### config.mk
export PLATFORM = sky130hd
export DESIGN_NAME = shift_share_ctrl
export DESIGN_NICKNAME = d
export VERILOG_FILES = /design/src/rtl/shift_share_ctrl.sv
export SDC_FILE = /design/constraint.sdc
export NUM_CORES = 1
export LEC_CHECK = 0
export BUFFER_PORTS_ARGS = -buffer_cell sky130_fd_sc_hd__buf_2
export CAP_MARGIN = 5
export CORE_MARGIN = 3
export CORE_UTILIZATION = 62
export DETAILED_ROUTE_END_ITERATION = 6
export PLACE_DENSITY_LB_ADDON = 0.05
export SLEW_MARGIN = 25
export SYNTH_ARGS = -nofsm -noshare
export SYNTH_HDL_FRONTEND = slang
export SYNTH_SLANG_ARGS = --single-unit
### constraint.sdc
create_clock -name clock -period 10 [get_ports clock]
set_clock_uncertainty 0.2 [all_clocks]
set_input_delay 1.5 -clock clock [delete_from_list [all_inputs] [get_ports clock]]
set_output_delay 1.5 -clock clock [all_outputs]
set_load 0.03 [all_outputs]
### src/rtl/shift_share_ctrl.sv
// Two-requester round-robin front end for one shared log shifter.
// Define SHIFT_SHARE_ROTATE_EN to make op 11 a rotate right.
module shift_share_ctrl #(
  parameter int DATA_WIDTH  = 32,
  parameter int SHAMT_WIDTH = 5
) (
  input  logic                   clock,
  input  logic                   reset,
  input  logic                   req0_valid,
  output logic                   req0_ready,
  input  logic [1:0]             req0_op,
  input  logic [DATA_WIDTH-1:0]  req0_data,
  input  logic [SHAMT_WIDTH-1:0] req0_shamt,
  output logic                   rsp0_valid,
  input  logic                   rsp0_ready,
  output logic [DATA_WIDTH-1:0]  rsp0_data,
  input  logic                   req1_valid,
  output logic                   req1_ready,
  input  logic [1:0]             req1_op,
  input  logic [DATA_WIDTH-1:0]  req1_data,
  input  logic [SHAMT_WIDTH-1:0] req1_shamt,
  output logic                   rsp1_valid,
  input  logic                   rsp1_ready,
  output logic [DATA_WIDTH-1:0]  rsp1_data,
  output logic                   busy
);

  typedef enum logic [1:0] {
    IDLE = 2'd0,
    EXEC = 2'd1,
    RESP = 2'd2
  } state_t;

  state_t                 state;
  logic                   rr_ptr;
  logic                   owner;
  logic [1:0]             op_q;
  logic [DATA_WIDTH-1:0]  data_q;
  logic [SHAMT_WIDTH-1:0] shamt_q;
  logic [DATA_WIDTH-1:0]  shift_res;
  logic                   any_req;
  logic                   grant;
  logic                   rsp_take;

  assign any_req = req0_valid | req1_valid;
  assign grant   = (req0_valid & req1_valid) ? rr_ptr : req1_valid;

  assign req0_ready = (state == IDLE) & any_req & ~grant;
  assign req1_ready = (state == IDLE) & any_req & grant;
  assign busy       = (state != IDLE);
  assign rsp_take   = owner ? rsp1_ready : rsp0_ready;

  // One mux level per shamt bit: 1, 2, 4, 8, 16.
  always_comb begin
    shift_res = data_q;
    for (int i = 0; i < SHAMT_WIDTH; i++) begin
      if (shamt_q[i]) begin
        case (op_q)
          2'b01: shift_res = shift_res >> (1 << i);
          2'b10: shift_res = $signed(shift_res) >>> (1 << i);
`ifdef SHIFT_SHARE_ROTATE_EN
          2'b11: shift_res = (shift_res >> (1 << i)) |
                             (shift_res << (DATA_WIDTH - (1 << i)));
`endif
          default: shift_res = shift_res << (1 << i);
        endcase
      end
    end
  end

  always_ff @(posedge clock or posedge reset) begin
    if (reset) begin
      state      <= IDLE;
      rr_ptr     <= 1'b0;
      owner      <= 1'b0;
      op_q       <= '0;
      data_q     <= '0;
      shamt_q    <= '0;
      rsp0_valid <= 1'b0;
      rsp1_valid <= 1'b0;
      rsp0_data  <= '0;
      rsp1_data  <= '0;
    end else begin
      unique case (state)
        IDLE: begin
          if (any_req) begin
            op_q    <= grant ? req1_op    : req0_op;
            data_q  <= grant ? req1_data  : req0_data;
            shamt_q <= grant ? req1_shamt : req0_shamt;
            owner   <= grant;
            rr_ptr  <= ~grant;
            state   <= EXEC;
          end
        end
        EXEC: begin
          if (owner) begin
            rsp1_data  <= shift_res;
            rsp1_valid <= 1'b1;
          end else begin
            rsp0_data  <= shift_res;
            rsp0_valid <= 1'b1;
          end
          state <= RESP;
        end
        RESP: begin
          if (rsp_take) begin
            rsp0_valid <= 1'b0;
            rsp1_valid <= 1'b0;
            state      <= IDLE;
          end
        end
        default: state <= IDLE;
      endcase
    end
  end

endmodule

---- Word-level counts from Yosys, hierarchy flattened ----
Index checks and enable logic that the tools add are counted.
storage, ports and cells
  register bits ........................... 109
  bits of input ports ..................... 84
  output and inout port bits .............. 69
  logic and storage cells ................. 57
operators by class
  equal/unequal tests ..................... 8
  mux-type cells .......................... 23
  bitwise logic cells ..................... 7
  reduce and logical (&&, ||, !) cells .... 9
operator list
  kind                                                 count
  one-hot mux 32 bit (2 select lines)                  5
  two-way mux 32 bit                                   6
  inequality test 2 bit, second input constant         4
  AND reduction 2 bit                                  4
  two-way mux 2 bit                                    3
  one-hot mux 2 bit (3 select lines)                   1
  AND reduction 3 bit                                  2
  two-way mux 1 bit                                    5
  two-way mux 5 bit                                    1
  AND 1 bit                                            4
  equality test 2 x 1 -> 1 bit, second input constant  2
  equality test 2 bit, second input constant           2
  one-hot mux 1 bit (2 select lines)                   2
  nonzero test 2 bit                                   2
  logical NOT 2 bit                                    1
  inverter 1 bit                                       2
  OR 1 bit                                             1

---- Depth between registers and ports, before layout ----
  depth in word-level cells ............... 11
  mapped depth ............................ 12
  gate-level depth less buffers ........... 9

---- Worst setup path after synthesis ----
Ideal clock, no wire load.
  kind .................................... input to output
  start ................................... input port req0_valid
  end ..................................... output port req0_ready
  arrival ................................. 2.380 ns
  setup slack ............................. 5.920 ns
  stages .................................. 3
  buffers on the path ..................... 1
  path through ............................ inv_1 a211oi_1 clkbuf_1
on the way
  cells in the longest elaborated chain, start to end .. 4
  elaborated cells on any way between the ends .. 6
  classes of those cells .................. mux: 1; bitwise: 5
ends and longest elaborated chain
  item                line  RTL
  start: declaration  9     input logic req0_valid,
  AND 1 bit           46    assign grant = (req0_valid & req1_valid) ? rr_ptr : req1_valid;
  two-way mux 1 bit   46
  inverter 1 bit      48    assign req0_ready = (state == IDLE) & any_req & ~grant;
  AND 1 bit *         48
  end: declaration    10    output logic req0_ready,
Mark *: on every way between the ends. The rest lies on a longest branch, timed or not.

---- Worst setup path in the final report ----
  start ................................... register op_q[0]
  end ..................................... register rsp1_data[15]
on the way
  cells in the longest elaborated chain, start to end .. 11
  elaborated cells on any way between the ends .. 12
  classes of those cells .................. eq/ne: 2; mux: 10
ends and longest elaborated chain
  item                                                                        line  RTL
  start: declaration                                                          37    logic [1:0] op_q;
  start signal: assignment                                                    87    op_q <= grant ? req1_op : req0_op;
  equality test 2 bit / equality test 2 x 1 -> 1 bit (equally long branches)  58    case (op_q)
  one-hot mux 32 bit (2 select lines)                                         58
  two-way mux 32 bit                                                          57    if (shamt_q[i]) begin
  one-hot mux 32 bit (2 select lines)                                         58
  two-way mux 32 bit                                                          57
  one-hot mux 32 bit (2 select lines)                                         58
  two-way mux 32 bit                                                          57
  one-hot mux 32 bit (2 select lines)                                         58
  two-way mux 32 bit                                                          57
  one-hot mux 32 bit (2 select lines)                                         58
  two-way mux 32 bit *                                                        57
  end signal: assignment                                                      97    rsp1_data <= shift_res;
  end: declaration                                                            24    output logic [DATA_WIDTH-1:0] rsp1_data,
Marks and branches as above.
A chain may end at the register's enable or synchronous reset.

==> run_results.csv <==
group,metric,value,unit
sta,post-route-period-util,45.6,%
critical_path,required,10000,ps
critical_path,critPathTopFamily,"compound AO/OA/AOI/OAI gates",
detailed_routing,wirelength,30700,um
final_layout,nFillCells,1084,
detailed_routing,route.detailed.drc,15,
clocking,clkSinkCount,109,
critical_path,cp.buffers_inverters,3,
clocking,cts_root_buffer,"clkbuf_16",
outcome,violations,"DRC",
worst_hold_path,hold_class,"reg -> reg",
critical_path,crit_chain,"inv_1, ha_2, buf_4, inv_1, a311oi_1, o32ai_1, a32oi_1, a21oi_1, o21ai_1, a31oi_1",
critical_path,r2r_slack,5440,ps
clocking,post-cts-setup-buffers,0,
synth,synth-seq-cells,109,
grt,grt_max_degree,96,
synth,synthMuxAreaShare,4.49,%
synth,async_flop_share,100,%
detailed_routing,drtPass1Iterations,7,
critical_path,crit_arrival,4560,ps
grt,grt_pass1_vias,8291,
sta,worstMarginPinSlew,991,ps
grt,use_met1,54.9,%
flow_run,drv_cap,0,
clocking,cts_made_buffers,9,
sta,drv_slew,0,
grt,grt_usage,40.4,%
placed_design,detailed_place_hpwl,21900,um
sta,slew_headroom,33.9,%
synth,synthFlopType,"dfrtp_1",
synth,synth-xor-area-share,0,%
sta,fin_crit,4560,ps
synth,synth_top_area_share,32.2,%
grt,antenna_found_initial,0,
synth,synth_top_family_by_area,"compound AO/OA/AOI/OAI gates",
critical_path,cp-start-kind,"flop",
critical_path,r2r_cells,10,
floorplanning,ios,153,
critical_path,crit_top_cell,"inv_1",
critical_path,crit_path_end_kind,"flop",
critical_path,slowest_delay,660,ps
sta,fmax,219,MHz
floorplanning,die_w,123,um
floorplanning,die_area,15100,sq um
grt,gr-usage-met2,60.0,%
worst_hold_path,hold_start,"rsp1_data[28]",
placed_design,io_buffers,152,
final_layout,fin_nets,1216,
clocking,cts_tree,"done",
worst_hold_path,hold_end,"rsp1_data[28]",
detailed_routing,avgRoutedWirePerCell,23.5,um
sta,hold_viol_final,0,
final_layout,antenna_cells,0,
clocking,cts_max_level,3,
worst_hold_path,whs_path_depth,2,
detailed_routing,vias,9432,
outcome,outcome,"finished, violations left",
synth,synth_top_area_cell,"dfrtp_1",
clocking,clock_latency,370,ps
clocking,post_cts_resized,0,
synth,yosys.area_share.simple,18.9,%
synth,synth-edff-count,0,
critical_path,r2r_end,"rsp1_data[15]",
synth,synth_area,8460,sq um
synth,ys_warn_count,0,
grt,grt_pass1_wl,47200,um
detailed_routing,drt-initial-drc-count,1811,
clocking,clk_path_buf_depth,2,
critical_path,path_class,"reg -> reg",
clocking,postCtsHoldBufs,0,
grt,busiest_layer,"met2",
critical_path,r2r-start,"op_q[0]",
final_layout,area_growth,11.5,%
synth,synth.area.top_cells,"dfrtp_1, nand2_1, a222oi_1, o21ai_0, a21oi_1",
sta,setup_tns,0,ps
synth,syn_area_per_cell,8.13,sq um
detailed_routing,viasPerCell,7.20,
synth,syn_inst,1041,
sta,rsz0062_at_grt,"no",
grt,gr-total-overflow,0,
floorplanning,start_util,63.7,%
floorplanning,rows,42,
placed_design,gp_congestion,1.06,
grt,met3_usage,11.4,%
clocking,path_clk_slew,80,ps
synth,ys_types,80,
floorplanning,die_h,123,um
critical_path,path_max_fanout,64,
floorplanning,fp.coreArea,13300,sq um
sta,setup_violations,0,
synth,ys_seq_area_share,32.2,%
critical_path,slowest_stage,"a311oi_1",
synth,syn_nets,1128,
detailed_routing,antenna_left,0,
synth,synth-compound-area-share,36.2,%
final_layout,drive_gt1_share,21.8,%
synth,yosys.area_share.adder,0.444,%
==> logic make-up (layout without fill, tap and decap cells) <==
kind of cell,Yosys count,in the layout
fa+ha+maj,3,3
compound gates,414,414
mux,34,34
flops,109,109
buf+inv,145,238
simple gates,336,336
==> Yosys cell counts (28+ instances only) <==
library cell	n
dfrtp_1	109
nand2_1	107
nor2_1	81
o21ai_0	68
a21oi_1	64
inv_1	53
clkbuf_1	51
a222oi_1	39
nor3_1	35
a31oi_1	32
o31ai_1	32
nor2b_1	28
==> stage by stage <==
step / utilization [%] / setup slack (ps) / std cells / area, sq um / hold WS [ps]
3_3_place_gp: 68.8 / 5740 / 1294 / 9140 / 256
3_5_place_dp: 68.8 / 5620 / 1294 / 9140 / 260
5_1_grt: 71.0 / 5130 / 1310 / 9440 / 300
4_1_cts: 71.0 / 5630 / 1310 / 9440 / 278
6_report: 71.0 / 5440 / 1310 / 9440 / 272
2_1_floorplan: - / 5430 / 1041 / 8460 / 267
==> worst min-delay path, cell delays in order, from the launching register on <==
cell     delay [ps]
dfrtp_1         340
nand2_1          50
o31ai_1          50
==> area by class of cell <==
type / count / area [sq um] / share of cell area, %
clock inverter: 7 / 72.6 / 0.769
multi-input combinational: 787 / 5110 / 54.1
inverter: 55 / 209 / 2.21
tap: 176 / 220 / 2.33
timing repair buffer: 167 / 873 / 9.25
sequential: 109 / 2730 / 28.9
clock buffer: 9 / 225 / 2.39
==> cells in the final DEF, fill, tap and decap left out, types with 28 or more instances in the layout <==
cell type	netlist	layout
nor3_1	35	35
a222oi_1	39	39
nand2_1	107	107
o31ai_1	32	32
dfrtp_1	109	107
nor2b_1	28	28
a31oi_1	32	32
nor2_1	81	80
a21oi_1	64	64
inv_1	53	52
o21ai_0	68	68
buf_2	21	152
==> worst max-delay path by stage <==
stage,to,startpoint,depth (start not counted)
after floorplan,data_q[0],reset,1
after global placement,rsp1_data[15],op_q[0],10
after detailed placement,rsp1_data[15],op_q[0],10
after CTS,rsp1_data[15],op_q[0],10
after global routing,rsp0_data[17],op_q[0],10
final,rsp1_data[15],op_q[0],10
==> flip-flops by register name, indices dropped and copies added (netlist names) <==
| signal | flops |
|---|---|
| data_q | 32 |
| rsp0_data | 32 |
| rsp1_data | 32 |
| shamt_q | 5 |
| op_q | 2 |
| state | 2 |
| owner | 1 |
| rr_ptr | 1 |
| rsp0_valid | 1 |
| rsp1_valid | 1 |
==> per-layer routing <==
layer | part of all wire, % | up-vias
li1 | - | 4159
met4 | 4.6 | 0
met1 | 38 | 4368
met2 | 44 | 793
met3 | 14 | 112
met5 | 0 | -
Power is left out: the tool's default activity adds up to more than one toggle a clock period on the data nets, which glitch-free logic cannot reach.
